File: src/rtl/register_write_arbiter_pkg.sv
// Shared constants for the register-file write arbiter.
//   RESET_ENABLE / RESET_DISABLE : level of the active-low reset input
//   WRITE_ENABLE / WRITE_DISABLE : level driven on the register-file write strobe
//   ADDR_WIDTH, DATA_WIDTH, REG_COUNT : general-purpose register file geometry
package register_write_arbiter_pkg;

   localparam logic RESET_ENABLE  = 1'b0;
   localparam logic RESET_DISABLE = 1'b1;
   localparam logic WRITE_ENABLE  = 1'b1;
   localparam logic WRITE_DISABLE = 1'b0;

   localparam int ADDR_WIDTH = 5;
   localparam int DATA_WIDTH = 32;
   localparam int REG_COUNT  = 32;

endpackage

File: src/rtl/round_robin_arbiter.sv
// One-hot round-robin grant, purely combinational.
//   request [WIDTH-1:0]     : request vector
//   pointer [PTR_WIDTH-1:0] : highest-priority index; search runs pointer, pointer+1, ... mod WIDTH
//   enable                  : when 0 the grant is forced to all-zero
//   grant   [WIDTH-1:0]     : one-hot of the first requesting index in search order
module round_robin_arbiter #(
   parameter int WIDTH     = 3,
   parameter int PTR_WIDTH = (WIDTH > 1) ? $clog2(WIDTH) : 1
) (
   input  logic [WIDTH-1:0]     request,
   input  logic [PTR_WIDTH-1:0] pointer,
   input  logic                 enable,
   output logic [WIDTH-1:0]     grant
);

   logic                 found;
   logic [PTR_WIDTH-1:0] idx;

   always_comb begin
      grant = '0;
      found = 1'b0;
      idx   = '0;
      for (int off = 0; off < WIDTH; off++) begin
         idx = PTR_WIDTH'((int'(pointer) + off) % WIDTH);
         if (enable && !found && request[idx]) begin
            grant[idx] = 1'b1;
            found      = 1'b1;
         end
      end
   end

endmodule

File: src/rtl/register_write_arbiter.sv
// Shares the register file's single write port among REQUESTERS write-back sources
// (index 0 = pipeline write-back) and flags read-after-write hazards for decode.
//   clock, reset (sync, active-low), write_hold (stall: no grant while 1)
//   request_valid/ready : per-requester handshake, ready is a one-hot grant
//   request_address/data: flattened buses, requester i at [5i+4:5i] / [32i+31:32i]
//   write_enable/address/data : registered register-file write port
//   read_address_a/b -> hazard_a/b : pending nonzero-address write to that register
module register_write_arbiter
   import register_write_arbiter_pkg::*;
#(
   parameter int REQUESTERS = 3
) (
   input  logic                             clock,
   input  logic                             reset,
   input  logic                             write_hold,
   input  logic [REQUESTERS-1:0]            request_valid,
   output logic [REQUESTERS-1:0]            request_ready,
   input  logic [ADDR_WIDTH*REQUESTERS-1:0] request_address,
   input  logic [DATA_WIDTH*REQUESTERS-1:0] request_data,
   output logic                             write_enable,
   output logic [ADDR_WIDTH-1:0]            write_address,
   output logic [DATA_WIDTH-1:0]            write_data,
   input  logic [ADDR_WIDTH-1:0]            read_address_a,
   input  logic [ADDR_WIDTH-1:0]            read_address_b,
   output logic                             hazard_a,
   output logic                             hazard_b
);

   localparam int PTR_WIDTH = $clog2(REQUESTERS);

   logic [PTR_WIDTH-1:0]  rr_next;
   logic [PTR_WIDTH-1:0]  grant_index;
   logic [REQUESTERS-1:0] grant;
   logic                  accept;
   logic [ADDR_WIDTH-1:0] sel_address;
   logic [DATA_WIDTH-1:0] sel_data;

   // Reset gates the grant combinationally so nothing is handshaken in a reset cycle.
   round_robin_arbiter #(
      .WIDTH     (REQUESTERS),
      .PTR_WIDTH (PTR_WIDTH)
   ) u_arbiter (
      .request (request_valid),
      .pointer (rr_next),
      .enable  (!write_hold && (reset == RESET_DISABLE)),
      .grant   (grant)
   );

   assign request_ready = grant;
   assign accept        = |(grant & request_valid);

   always_comb begin
      grant_index = '0;
      sel_address = '0;
      sel_data    = '0;
      for (int i = 0; i < REQUESTERS; i++) begin
         if (grant[i]) begin
            grant_index = PTR_WIDTH'(i);
            sel_address = request_address[i*ADDR_WIDTH +: ADDR_WIDTH];
            sel_data    = request_data[i*DATA_WIDTH +: DATA_WIDTH];
         end
      end
   end

   // The output stage is not a hazard source: the register file commits it on the
   // falling edge of the same cycle, before decode samples its read ports.
   always_comb begin
      hazard_a = 1'b0;
      hazard_b = 1'b0;
      for (int i = 0; i < REQUESTERS; i++) begin
         if (request_valid[i] &&
             request_address[i*ADDR_WIDTH +: ADDR_WIDTH] == read_address_a)
            hazard_a = 1'b1;
         if (request_valid[i] &&
             request_address[i*ADDR_WIDTH +: ADDR_WIDTH] == read_address_b)
            hazard_b = 1'b1;
      end
      if (read_address_a == '0) hazard_a = 1'b0;
      if (read_address_b == '0) hazard_b = 1'b0;
   end

   always_ff @(posedge clock) begin
      if (reset == RESET_ENABLE) begin
         rr_next       <= '0;
         write_enable  <= WRITE_DISABLE;
         write_address <= '0;
         write_data    <= '0;
      end else if (accept) begin
         rr_next       <= (grant_index == PTR_WIDTH'(REQUESTERS - 1)) ? '0 : grant_index + 1'b1;
         // Address-0 writes complete the handshake but never strobe the register file.
         write_enable  <= (sel_address != '0) ? WRITE_ENABLE : WRITE_DISABLE;
         write_address <= sel_address;
         write_data    <= sel_data;
      end else begin
         write_enable  <= WRITE_DISABLE;
      end
   end

endmodule

File: config.mk
export PLATFORM = sky130hd
export DESIGN_NAME = register_write_arbiter
export DESIGN_NICKNAME = d
export VERILOG_FILES = /design/src/rtl/register_write_arbiter_pkg.sv /design/src/rtl/round_robin_arbiter.sv /design/src/rtl/register_write_arbiter.sv
export SDC_FILE = /design/constraint.sdc
export NUM_CORES = 1
export LEC_CHECK = 0
export CAP_MARGIN = 5
export CORE_AREA = 2 2 99 101
export CTS_CLUSTER_DIAMETER = 60
export DETAILED_ROUTE_END_ITERATION = 8
export DIE_AREA = 0 0 101 103
export PLACE_DENSITY = 0.76
export SLEW_MARGIN = 20
export SYNTH_ARGS = -nofsm -noshare
export SYNTH_HDL_FRONTEND = slang
export SYNTH_SLANG_ARGS = --single-unit
export TNS_END_PERCENT = 5
File: constraint.sdc
create_clock -name clock -period 3.5 [get_ports clock]
set_input_delay 0.35 -clock clock [delete_from_list [all_inputs] [get_ports clock]]
set_output_delay 0.35 -clock clock [all_outputs]
set_load 0.03 [all_outputs]
==> summary.md, run 1 <==
| Metric | Value |
|---|---|
| Die Height | `103 um` |
| Iter 0 DRT Violations | `101` |
| Chip Width | `101 um` |
| Gr usage total | `17.60%` |
| Clock Path Buffers | `2` |
| Port Buffers | `169` |
| Final GP Congestion | `0.8948` |
| Endpoints failing hold | `0` |
| RSZ-0062 raised after global routing | `false` |
| Peak Freq | `0.3082 GHz` |
| Final Slew Violations | `0` |
| Least-Margin Pin Slew | `0.5781 ns` |
| Grt total ovfl | `0` |
| Critical path's slowest cell | `clkdlybuf4s50_1` |
| Vias | `3241` |
| Dpl hpwl | `7486 um` |
| Unique masters post-synth | `43` |
| CTS sink count | `40` |
| Worst Hold Depth | `2` |
| TritonCTS clock tree | `yes` |
| Synth top area share | `29.47%` |
| Pwr Total | `1313 uW` |
| Worst EP required | `3.15 ns` |
| Drt pass-1 iters | `4` |
| Share of layout cells above drive strength 1 | `5.490%` |
| Post-CTS Setup Repair Bufs | `0` |
| Top_reg_cell synth | `dfxtp_1` |
| CP Class | `register to output pin` |
| Worst R2R Setup Slack | `0.52 ns` |
| Syn nets | `482` |
| Final setup TNS | `0 ns` |
| Layout area overhead | `69.66%` |
| Fill cells | `914` |
| First-pass GRT wire length | `14670 um` |
| Initial antenna violation count | `0` |
| Peak VDD IR | `0.1354 mV` |
| Slew margin rel. | `60.85%` |
| Hold Crit Class | `register to register` |
| Ys async rst share | `0%` |
| Max FO, Critical Path | `10` |
| CTS root buf | `clkbuf_8` |
| Static Leak | `0.001579 uW` |
| Pwr/cell area | `284.9 nW/um2` |
| Yosys Warn Count | `0` |
| Rows | `36` |
| Initial Utilization | `28.73%` |
| Post-CTS Hold Fix Bufs | `0` |
| H-Tree Level Count | `2` |
| Antenna viol nets, final | `0` |
| I/O pins | `170` |
| Slowest stage delay, CP | `0.77 ns` |
| WL final | `9654 um` |
| WL/cell | `15.47 um` |
| Vias in the first global route | `3137` |
| Worst r2r path cells | `10` |
| Final clock skew | `0.004045 ns` |
| Die Area | `10400 um2` |
| Final period util | `92.70%` |
| Register area share after synthesis | `29.47%` |
| Final setup viols | `0` |
| #FFs+latches synth | `40` |
| Drt drc | `0` |
| Post-Syn Area per Cell | `7.742 um2` |
| Critical-path cell list | `inv_1, ha_1, nor3b_1, a311o_1, a22oi_1, nor2_2, clkdlybuf4s50_1` |
| CP Capture Type | `output pin` |
| Largest net degree at the start of global routing | `73` |
| Worst-path clk slew | `0.08 ns` |
| Nets@finish | `641` |
| Mapped Area | `2718 um2` |
| Number of synthesized flops with an enable pin | `0` |
| Crit start category | `register` |
| # resized after CTS | `0` |
| Number of inserted diodes | `0` |
| Clock latency on the worst-skew pair | `0.28 ns` |
| CTS Buf Count | `5` |
| Via density | `5.194` |
| Post-Synthesis Cells | `351` |
| Total core area | `9459 um2` |
| Synth top area cells | `dfxtp_1 (29%), a221o_1 (8.8%), xor2_1 (7.7%)` |
| # Max-Cap Violations | `0` |
| Outcome | `complete, no violations` |
| Tmin final | `3.244 ns` |
| Area leader, netlist | `dfxtp_1` |
| Worst EP arrival | `2.89 ns` |
placed cells by master, fill, tap and decap left out, drive strengths merged, types with 2 or more instances in the layout:
cell           synthesis  layout
xor2                  24      24
and2                   2       2
or3                    2       2
dfxtp                 40      40
nand3                 39      39
clkbuf                14       5
nor3b                  2       2
mux2i                  2       2
a221o                 24      24
clkdlybuf4s50          0     167
o211ai                 3       3
nor4                   6       6
a22oi                  2       2
a31oi                 16      16
xnor2                  6       6
inv                    5       5
nand2                 50      50
nor3                   4       4
nor2                   8       8
o21ai                 43      43
ha                     4       4
o21a                   2       2
nand2b                 2       2
buf                   14      13
nor2b                  3       3
a21oi                  7       7
a21o                  14      14
cell families (layout without fill, tap and decap cells):
| family | count (synthesis) | in the layout | share of synthesized area (%) |
|---|---|---|---|
| AND/OR/NAND/NOR | 123 | 123 | 21.87 |
| AO/OA/AOI/OAI | 118 | 118 | 30.80 |
| flip-flops | 40 | 40 | 29.47 |
| buffers and inverters | 33 | 192 | 5.202 |
| XOR/XNOR | 30 | 30 | 9.668 |
| adder cells (fa/ha/maj) | 4 | 4 | 1.842 |
| multiplexers | 3 | 3 | 1.151 |
registers in the layout, indices dropped and copies added, names as in the netlist:
signal	flops
rr_next	2
write_address	5
write_enable	1
write_data	32
layout make-up:
cell class,instances,area (um2),share of cell area (%)
Multi-Input combinational cell,278,1785,38.72
Tap cell,114,142.6,3.094
Timing Repair Buffer,180,1782,38.64
Clock inverter,2,12.51,0.2714
Inverter,5,18.77,0.4071
Clock buffer,5,68.82,1.493
Sequential cell,40,800.8,17.37
per-stage QoR:
step / area, um2 / hold WS, ns / util (%) / setup slack, ns / std cells
3_3_place_gp: 4529 / 0.4404 / 47.88 / 0.3621 / 617
6_report: 4611 / 0.4568 / 48.74 / 0.2556 / 624
5_1_grt: 4611 / 0.4754 / 48.74 / 0.05739 / 624
2_1_floorplan: 2718 / 0.5115 / - / 0.7983 / 351
4_1_cts: 4611 / 0.4572 / 48.74 / 0.2321 / 624
3_5_place_dp: 4529 / 0.4452 / 47.88 / 0.2657 / 617
worst max-delay path, delay by kind of cell, from the launching register on:
| family | cells | cell delay (ns) |
|---|---|---|
| adders and majority gates | 1 | 0.41 |
| AOI/OAI and AO/OA | 2 | 0.28 |
| and+or+nand+nor | 2 | 0.67 |
| DFF | 1 | 0.38 |
| buffers and inverters | 2 | 0.87 |
report_power, final:
part | leakage [uW] | switching, uW | total [uW] | internal (uW)
clock | 0.0000400 | 150 | 285 | 135
sequential | 0.000324 | 14.4 | 496 | 482
combinational | 0.00122 | 258 | 533 | 274
total | 0.00158 | 423 | 1310 | 891
path summary, 6_finish.rpt:
path	from	end
worst max-delay path	rr_next[0]	request_ready[1]
worst min register to register	write_address[2]	write_address[2]
worst max register to register	rr_next[0]	write_enable
worst min-delay path	write_address[2]	write_address[2]
synth_stat cells (all sizes together), types with 2 or more instances:
master and count:
a21o 14, a21oi 7, a221o 24, a22oi 2, a31oi 16, and2 2, buf 14, clkbuf 14
dfxtp 40, ha 4, inv 5, mux2i 2, nand2 50, nand2b 2, nand3 39, nor2 8
nor2b 3, nor3 4, nor3b 2, nor4 6, o211ai 3, o21a 2, o21ai 43, or3 2
xnor2 6, xor2 24
routing by layer:
layer  vias to the layer above  share of wire (%)  track usage, %
li1                       1609                  -               -
met2                       126                 49           32.51
met4                         0                1.5           4.990
met1                      1492                 42           20.01
met3                        14                7.9           4.610
met5                         -                  0               0
Note: power is estimated with default switching activity, not from simulation.
==> run 2: changes to the inputs <==
CAP_MARGIN = 20   (was 5)
==> results of run 2 <==
The final DEF is identical to that of run 1; final timing and power are the same.
